`src/rtl/spi_pkg.sv`:
```
// spi_pkg: shared state encoding and default widths for the SPI master shift engine
package spi_pkg;
  localparam int SPI_DATA_W = 8;
  localparam int SPI_DIV_W  = 8;
  typedef enum logic [1:0] {IDLE, LEAD, SHIFT, TRAIL} spi_state_t;
endpackage

```
`src/rtl/spi_baud_gen.sv`:
```
// spi_baud_gen: SCK half-period counter, tick every div+1 cycles, restarted by clear
module spi_baud_gen #(
  parameter int DIV_W = 8
) (
  input  logic             clk,
  input  logic             rst,
  input  logic             clear,
  input  logic [DIV_W-1:0] div,
  output logic             tick
);
  logic [DIV_W-1:0] cnt;
  assign tick = cnt == div;
  always_ff @(posedge clk or posedge rst)
    if (rst) cnt <= '0;
    else cnt <= (clear || tick) ? '0 : cnt + 1'b1;
endmodule

```
`src/rtl/spi_master_shift_engine.sv`:
```
// spi_master_shift_engine: SPI master framer with one-entry tx buffer and SPTEF/SPIF/MODF pulses
// Define SPI_MODF_DETECT_EN to enable mode-fault detection on ss_in_n.
module spi_master_shift_engine
  import spi_pkg::*;
#(
  parameter int DATA_W = SPI_DATA_W,
  parameter int DIV_W  = SPI_DIV_W
) (
  input  logic              clk,
  input  logic              rst,
  input  logic              spe,
  input  logic              cpol,
  input  logic              cpha,
  input  logic              lsbfe,
  input  logic [DIV_W-1:0]  baud_div,
  input  logic              SPIDR_wr,
  input  logic [DATA_W-1:0] SPIDR_wdata,
  output logic [DATA_W-1:0] SPIDR_rdata,
  output logic              SPTEF,
  output logic              SPIF,
  output logic              MODF,
  input  logic              ss_in_n,
  output logic              sck,
  output logic              mosi,
  output logic              ss_n,
  input  logic              miso
);
  localparam int EW = $clog2(2 * DATA_W);
  spi_state_t state, state_nx;
  logic              buf_full;
  logic [DATA_W-1:0] buf_data, tx, rx, tx_sh, rx_nx;
  logic              cpha_q, lsbfe_q;
  logic [DIV_W-1:0]  div_q;
  logic [EW-1:0]     edge_cnt;
  logic tick, edge_e, lead_e, samp, drv, last, abort_modf, abort, load_idle, fin, load;
`ifdef SPI_MODF_DETECT_EN
  logic [1:0] ss_sync;
  always_ff @(posedge clk or posedge rst)
    if (rst) ss_sync <= 2'b11;
    else ss_sync <= {ss_sync[0], ss_in_n};
  assign abort_modf = spe && state != IDLE && !ss_sync[1];
`else
  logic unused_ss_in_n;
  assign unused_ss_in_n = ss_in_n;
  assign abort_modf = 1'b0;
`endif
  spi_baud_gen #(.DIV_W(DIV_W)) u_baud (
    .clk  (clk),
    .rst  (rst),
    .clear(state == IDLE),
    .div  (div_q),
    .tick (tick)
  );
  always_comb begin
    last      = edge_cnt == EW'(2 * DATA_W - 1);
    edge_e    = state == SHIFT && tick;
    lead_e    = edge_e && !edge_cnt[0];
    samp      = edge_e && (lead_e ^ cpha_q);
    drv       = edge_e && !samp;
    abort     = (!spe && state != IDLE) || abort_modf;
    load_idle = state == IDLE && spe && buf_full;
    fin       = edge_e && last && !abort;
    load      = load_idle || (fin && buf_full);
    tx_sh     = lsbfe_q ? tx >> 1 : tx << 1;
    rx_nx     = lsbfe_q ? {miso, rx[DATA_W-1:1]} : {rx[DATA_W-2:0], miso};
    state_nx  = state;
    if (abort) state_nx = IDLE;
    else
      case (state)
        IDLE:    state_nx = load_idle ? LEAD : IDLE;
        LEAD:    state_nx = tick ? SHIFT : LEAD;
        SHIFT:   state_nx = fin ? (buf_full ? SHIFT : TRAIL) : SHIFT;
        default: state_nx = tick ? IDLE : TRAIL;
      endcase
  end
  always_ff @(posedge clk or posedge rst)
    if (rst) state <= IDLE;
    else state <= state_nx;
  always_ff @(posedge clk or posedge rst)
    if (rst) begin
      sck         <= 1'b0;
      mosi        <= 1'b0;
      ss_n        <= 1'b1;
      SPIDR_rdata <= '0;
      SPTEF       <= 1'b0;
      SPIF        <= 1'b0;
      MODF        <= 1'b0;
      buf_full    <= 1'b0;
      buf_data    <= '0;
      tx          <= '0;
      rx          <= '0;
      cpha_q      <= 1'b0;
      lsbfe_q     <= 1'b0;
      div_q       <= '0;
      edge_cnt    <= '0;
    end else begin
      SPTEF <= load;
      SPIF  <= fin;
      MODF  <= abort_modf;
      // the final edge is always a trailing edge, which samples only when cpha=1
      if (fin) SPIDR_rdata <= cpha_q ? rx_nx : rx;
      if (abort_modf || load) buf_full <= 1'b0;
      else if (SPIDR_wr && !buf_full) begin
        buf_full <= 1'b1;
        buf_data <= SPIDR_wdata;
      end
      if (abort || (state == IDLE && !load)) begin
        ss_n <= 1'b1;
        sck  <= cpol;
      end else if (load) begin
        ss_n     <= 1'b0;
        sck      <= cpol;
        tx       <= buf_data;
        rx       <= '0;
        cpha_q   <= cpha;
        lsbfe_q  <= lsbfe;
        div_q    <= baud_div;
        edge_cnt <= '0;
        mosi     <= lsbfe ? buf_data[0] : buf_data[DATA_W-1];
      end else if (edge_e) begin
        sck      <= ~sck;
        edge_cnt <= edge_cnt + 1'b1;
        if (samp) rx <= rx_nx;
        // cpha=1 presents the current bit on the leading edge; cpha=0 advances to the next one
        if (drv) begin
          tx   <= tx_sh;
          mosi <= cpha_q ? (lsbfe_q ? tx[0] : tx[DATA_W-1]) : (lsbfe_q ? tx_sh[0] : tx_sh[DATA_W-1]);
        end
      end else if (state == TRAIL && tick) ss_n <= 1'b1;
    end
endmodule

```
`config.mk`:
```
export PLATFORM = sky130hd
export DESIGN_NAME = spi_master_shift_engine
export DESIGN_NICKNAME = d
export VERILOG_FILES = /design/src/rtl/spi_pkg.sv /design/src/rtl/spi_baud_gen.sv /design/src/rtl/spi_master_shift_engine.sv
export SDC_FILE = /design/constraint.sdc
export NUM_CORES = 1
export LEC_CHECK = 0
export CORE_MARGIN = 8
export CORE_UTILIZATION = 39
export CTS_CLUSTER_SIZE = 16
export DETAILED_ROUTE_END_ITERATION = 10
export GPL_ROUTABILITY_DRIVEN = 0
export PLACE_DENSITY = 0.56
export SYNTH_ARGS = -nofsm -noshare
export SYNTH_HDL_FRONTEND = slang
export SYNTH_SLANG_ARGS = --single-unit
```
`constraint.sdc`:
```
create_clock -name clk -period 6.45 [get_ports clk]
set_input_delay 1.935 -clock clk [delete_from_list [all_inputs] [get_ports clk]]
set_output_delay 1.935 -clock clk [all_outputs]
set_load 0.02 [all_outputs]
```
==> qor.csv, run 1 <==
stage,metric,value,unit
yosys,ys async rst share,100,%
layout,multi-input combinational cell area,1500,um2
layout,n_diodes,0,
sta,Tmin final,4.05,ns
route,vias per inst,5.33,
power,Pwr Density,323,nW/um2
worst_setup_path,end of the critical path,div_q[2],
sta,count of final hold-check violations,0,
route,M1 wire length,3180,um
cts,TritonCTS clock tree,done,
layout,fillers,776,
power,Clock Power Share,29.1,%
route,antenna-violating nets left,0,
yosys,post-synthesis sequential area ratio,48.7,%
power,LEAKAGE,0.00161,uW
sta,total negative slack,0,ns
cts,TritonCTS buffer count,9,
die,Initial Util,39.6,%
yosys,"count leader, synth",dfrtp_1,
worst_setup_path,CP Launch Type,input port,
sta,Final Max Slew Viols,0,
worst_setup_path,Critical R2R Capture,div_q[2],
die,Core Area,8050,um2
die,Die W,106,um
yosys,Mean Syn Cell Area,11.1,um2
sta,unrepaired setup endpoints after global routing,false,
grt,Total GRT Usage,12.6,%
power,Comb power frac,25.1,%
worst_setup_path,crit end category,flip-flop,
cts,"CTS clk-pin slew, worst paths",0.07,ns
worst_setup_path,Crit. Startpoint,spe,
cts,Clk Tree Root Cell,clkbuf_8,
yosys,"Distinct cells, synth",53,
sta,hold_ws,0.509,ns
yosys,Synth area leaders,"dfrtp_1 (48%), mux2_2 (6.7%), mux2_4 (3.8%)",
worst_setup_path,CP Data Arrival Time,4.26,ns
power,sw frac,31.0,%
yosys,cell taking the most area after synthesis,dfrtp_1,
power,Int Pwr,843,uW
die,IO Count,39,
place,Port Buf Inserts,36,
yosys,Synth Instances,287,
worst_setup_path,r2r setup slk,3.80,ns
yosys,Post-Syn Nets,314,
worst_setup_path,R2R cell count,5,
cts,Post-CTS Setup Bufs,0,
sta,Clock Skew,0.0160,ns
yosys,Synth top cells by count,"dfrtp_1 (61), nor2_1 (23), a21oi_1 (19), mux2_2 (19), nand2_1 (16)",
power,Net Sw Power,380,uW
route,DRC violations left,0,
route,Met2 Wirelength,3020,um
route,Routed met3 length,312,um
grt,number of global-route vias before repair,2366,
sta,f_max,247,MHz
sta,headroom to the max-slew limit,46.5,%
route,routed length per instance,15.5,um
grt,largest net degree at the start of global routing,63,
place,hpwl dp,4430,um
grt,remaining global-route overflow,0,
layout,FF/Latch Area,1550,um2
worst_setup_path,RR Startpoint,buf_full,
yosys,Mapped Area,3190,um2
yosys,"flops & latches, synth",62,
layout,Nets,345,
cts,Hold Buf Count CTS,0,
job,maxcap violations,0,
sta,Final setup viols,0,
power,Peak VDD IR,0.124,mV
worst_setup_path,Worst Path Required,6.65,ns
die,chip height,106,um
grt,first-pass GRT wire length,11600,um
route,max layer used,met4,
worst_setup_path,worst-path fanout max,15,
cts,maximum buffer depth of the clock tree,2,
power,register share of total power,45.8,%
yosys,area share of the largest cell type after synthesis,47.9,%
die,die area,11300,um2
yosys,Ys Warns,0,
route,Iter 0 DRT Violations,142,
sta,actual slew at the worst max-slew pin,0.796,ns
min_path,Hold Path Class,reg -> reg,
cts,clk_lat worst skew,0.34,ns
cts,post_cts resized,0,
outcome,status,"finished, final reports clean",
worst_setup_path,Crit Path Class,in -> reg,
layout,Area growth syn-to-layout,18.9,%
sta,fin crit share,62.8,%
die,Rows,33,
yosys,Synth Flop Type,dfrtp_1,
cts,H-tree levels,3,
cts,clock sink count,62,
yosys,number of synthesized flops with an enable pin,0,
route,Via Count,2280,
grt,antenna violations before repair,0,
route,final wirelength,6620,um
route,1st-pass router iterations,4,
layout,share of layout cells above drive strength 1,18.0,%
metal layers:
metal,global-route usage (%),vias to the layer above
li1,-,1110
met1,16.8,1108
met2,18.6,53
met3,3.39,9
met4,6.03,0
met5,0,-
registers in the layout (all words and copies together) (netlist names):
signal,flops
edge_cnt,4
ss_n,1
div_q,8
cpha_q,1
state,2
sck,1
SPIF,1
tx,8
SPTEF,1
buf_full,1
mosi,1
SPIDR_rdata,8
u_baud.cnt,8
buf_data,8
lsbfe_q,1
rx,8
power by group through the flow:
| stage | registers (uW) | clock network (uW) | logic, uW |
|---|---|---|---|
| CTS | 561 | 369 | 310 |
| floorplan | 521 | 0 | 270 |
| global route | 576 | 391 | 342 |
| finish | 560 | 356 | 306 |
| global placement | 566 | 0 | 305 |
| detailed placement | 568 | 0 | 307 |
cells by family after synthesis:
kind of cell	Yosys count	share of synthesized area [%]
flops	62	48.7
mux	42	15.8
other cells	1	0.118
fa+ha+maj	2	0.785
buf+inv	24	4.20
simple gates	77	13.5
compound gates	64	12.7
xor+xnor	15	4.12
worst max-delay path, stage by stage:
cell and delay (ns):
clkdlybuf4s50_1 0.74, o21bai_2 0.23, and3_1 0.32, nand4_2 0.31, nand2_4 0.34, mux2_1 0.36
placed cells by master (no fill, tap or decap), types with 2 or more instances in the layout:
master and n:
ha_1 2, clkdlybuf4s50_1 36, nand2_1 16, and3_1 5
mux2_4 8, nor4_4 2, nand4_1 2, nor2_1 23
and3_2 2, mux2_2 19, a21oi_1 19, a31oi_1 4
inv_1 6, xnor2_1 4, mux2i_1 9, a22o_1 2
o21ai_0 13, nand3_1 6, o22ai_1 8, xor2_1 11
clkbuf_8 12, o31ai_1 8, mux2_1 5, or4_1 3
dfrtp_1 61, nor3_1 9
per-stage QoR:
stage               instance area [um2]  setup WS, ns  utilization (%)  power (uW)  instances
floorplan                          3190          2.98                -         791        287
global placement                   3580          2.05             44.4         870        412
detailed placement                 3580          2.05             44.4         875        412
CTS                                3790          2.41             47.1        1240        428
global route                       3790          2.25             47.1        1310        428
finish                             3790          2.40             47.1        1220        428
layout make-up:
cell class,instances,share of cell area [%]
Clock buffer,13,4.46
Clock inverter,3,1.12
Inverter,7,0.693
Multi-Input combinational cell,201,39.6
Sequential cell,62,41.0
Tap cell,105,3.47
Timing Repair Buffer,37,9.71
worst min path at each step:
stage	start	to	depth (start not counted)
after CTS	buf_data[2]	buf_data[2]	1
final	buf_data[2]	buf_data[2]	1
after floorplan	u_baud.cnt[0]	u_baud.cnt[0]	1
after detailed placement	buf_data[2]	buf_data[2]	1
after global placement	buf_data[4]	buf_data[4]	1
after global routing	SPIDR_rdata[2]	SPIDR_rdata[2]	1
Note: power is estimated with default switching activity, not from simulation.
==> run 2, diff against run 1 <==
clock period = 4.1 ns   (was 6.45 ns; I/O delays follow)
==> run 2 against run 1 <==
Sequential cell count unchanged; combinational power up 60%; worst hold slack worse by 0.0015 ns; non-clock buffer count up 4; critical path depth unchanged; final cell count up 0.93%; core utilization up 0.22 points; clock-buffer cell count unchanged; critical path type unchanged.
==> qor.csv, run 2 (synthesis gave the netlist of run 1 again) <==
stage,metric,value,unit,change
worst_setup_path,crit end category,flip-flop,,
die,IO Count,39,,unchanged
worst_setup_path,RR Startpoint,u_baud.cnt[3],,
power,Clock Power Share,26.6,%,-2.5 points
cts,clk_lat worst skew,0.33,ns,about the same
min_path,Min-Delay Endpoint,buf_data[4],,
route,Via Count,2287,,+0.31%
place,Place WS,0.945,ns,-1.10 ns
power,register share of total power,47.1,%,+1.3 points
layout,fillers,781,,+0.64%
power,Comb power frac,26.2,%,+1.1 points
route,final wirelength,6640,um,+0.23%
sta,actual slew at the worst max-slew pin,0.795,ns,-0.000515 ns
cts,Post-CTS Setup Bufs,0,,unchanged
min_path,Hold Path Class,reg -> reg,,
route,vias per inst,5.29,,-0.62%
layout,final non-filler cell total,432,,+0.93%
grt,remaining global-route overflow,0,,unchanged
place,Port Buf Inserts,36,,unchanged
layout,n_diodes,0,,unchanged
worst_setup_path,worst-path fanout max,9,,-6
layout,multi-input combinational cell area,1500,um2,unchanged
power,LEAKAGE,0.00162,uW,+0.80%
route,routed length per instance,15.4,um,-0.70%
route,Iter 0 DRT Violations,178,,+25%
worst_setup_path,r2r setup slk,1.76,ns,-2.04 ns
cts,TritonCTS clock tree,done,,
power,Net Sw Power,594,uW,+56%
cts,TritonCTS buffer count,9,,unchanged
route,antenna-violating nets left,0,,unchanged
layout,Area growth syn-to-layout,19.5,%,
die,Core Area,8050,um2,unchanged
layout,most frequent cells in the layout,"dfrtp_1 (61), clkdlybuf4s50_1 (36), nor2_1 (23), a21oi_1 (19), mux2_2 (19)",,
cts,H-tree levels,3,,unchanged
worst_setup_path,CP Launch Type,input port,,
worst_setup_path,CP Data Arrival Time,3.05,ns,-1.21 ns
sta,Final Max Slew Viols,0,,unchanged
power,Pwr Density,489,nW/um2,+52%
die,chip height,106,um,unchanged
sta,setup ws final,1.26,ns,-1.14 ns
sta,count of final hold-check violations,0,,unchanged
route,1st-pass router iterations,4,,unchanged
place,Cells after DPL,416,,+0.97%
cts,Hold Buf Count CTS,0,,unchanged
grt,number of global-route vias before repair,2384,,+0.76%
die,die area,11300,um2,unchanged
cts,post_cts resized,0,,unchanged
sta,unrepaired setup endpoints after global routing,false,,
power,Peak VDD IR,0.222,mV,+79%
layout,cell area after layout,3810,um2,+0.46%
job,maxcap violations,0,,unchanged
min_path,Hold Path Depth,1,,unchanged
sta,headroom to the max-slew limit,47.0,%,+0.48 points
power,sw frac,31.9,%,+0.83 points
grt,antenna violations before repair,0,,unchanged
grt,largest net degree at the start of global routing,35,,-44%
grt,first-pass GRT wire length,11700,um,+0.78%
sta,total negative slack,0,ns,unchanged
sta,Tmin final,2.84,ns,
sta,fin crit share,69.2,%,
layout,share of layout cells above drive strength 1,19.0,%,+1.0 points
sta,Clock Skew,0.0106,ns,-0.00538 ns
place,hpwl dp,4550,um,+2.8%
power,Int Pwr,1270,uW,+51%
layout,Nets,349,,+1.2%
worst_setup_path,R2R cell count,5,,unchanged
worst_setup_path,Worst Path Required,4.32,ns,-2.33 ns
route,DRC violations left,0,,unchanged
cts,"CTS clk-pin slew, worst paths",0.07,ns,about the same
worst_setup_path,Crit Path Class,in -> reg,,
cts,clock sink count,62,,unchanged
place,Area after DPL,3620,um2,+1.2%
layout,FF/Latch Area,1550,um2,unchanged
outcome,status,"finished, final reports clean",,
worst_setup_path,Crit. Startpoint,spe,,
worst_setup_path,Critical R2R Capture,SPIDR_rdata[1],,
die,Die W,106,um,unchanged
layout,most common library cell in the layout ignoring fill and taps,dfrtp_1,,
sta,f_max,352,MHz,
cts,maximum buffer depth of the clock tree,2,,unchanged
die,Initial Util,39.6,%,unchanged
die,Rows,33,,unchanged
cts,Clk Tree Root Cell,clkbuf_8,,
grt,Total GRT Usage,12.7,%,+0.056 points
min_path,beginning of the worst hold path,buf_data[4],,
sta,Final setup viols,0,,unchanged
-- run 2: cell count changes in the layout (fill, tap and decap cells not counted) --
cell       change
buf_12         +1
buf_4          +3
bufinv_16      -1
clkinv_2       +1
-- run 2: worst max-delay path by stage --
stage	endpoint	depth (start not counted)
final	mosi	6
after global routing	tx[0]	6
after CTS	mosi	6
after detailed placement	mosi	6
after global placement	mosi	6
after floorplan	SPIDR_rdata[0]	1
-- run 2: area by class of cell --
class                           count  area share, %
Sequential cell                    62           40.8
Multi-Input combinational cell    201           39.4
Timing Repair Buffer               41           10.8
Clock buffer                       13           4.44
Tap cell                          105           3.45
Inverter                            7          0.690
Clock inverter                      3          0.460
-- run 2: critical path, stage by stage --
cell and delay, ns:
clkdlybuf4s50_1 0.44, o21bai_2 0.22, and3_1 0.27, and4_1 0.33, o311a_1 0.37, a22o_1 0.19
-- run 2: per-layer routing --
layer / routed length, um / GRT usage [%] / vias to the layer above
li1: - / - / 1116
met1: 3320 / 17.0 / 1122
met2: 2980 / 18.8 / 40
met3: 228 / 3.02 / 9
met4: 106 / 6.33 / 0
met5: 0 / 0 / -
-- run 2: power by group through the flow --
stage / registers (uW) / logic (uW) / clock network (uW)
3_3_place_gp: 890 / 486 / 0
4_1_cts: 881 / 495 / 513
3_5_place_dp: 891 / 493 / 0
2_1_floorplan: 819 / 425 / 0
5_1_grt: 904 / 546 / 541
6_report: 878 / 489 / 496
-- run 2: per-stage QoR --
step / hold WS (ns) / total power (uW) / util, %
6_report: 0.508 / 1860 / 47.3
4_1_cts: 0.515 / 1890 / 47.3
2_1_floorplan: 0.465 / 1240 / -
3_5_place_dp: 0.494 / 1380 / 45.0
5_1_grt: 0.520 / 1990 / 47.3
3_3_place_gp: 0.494 / 1380 / 45.0
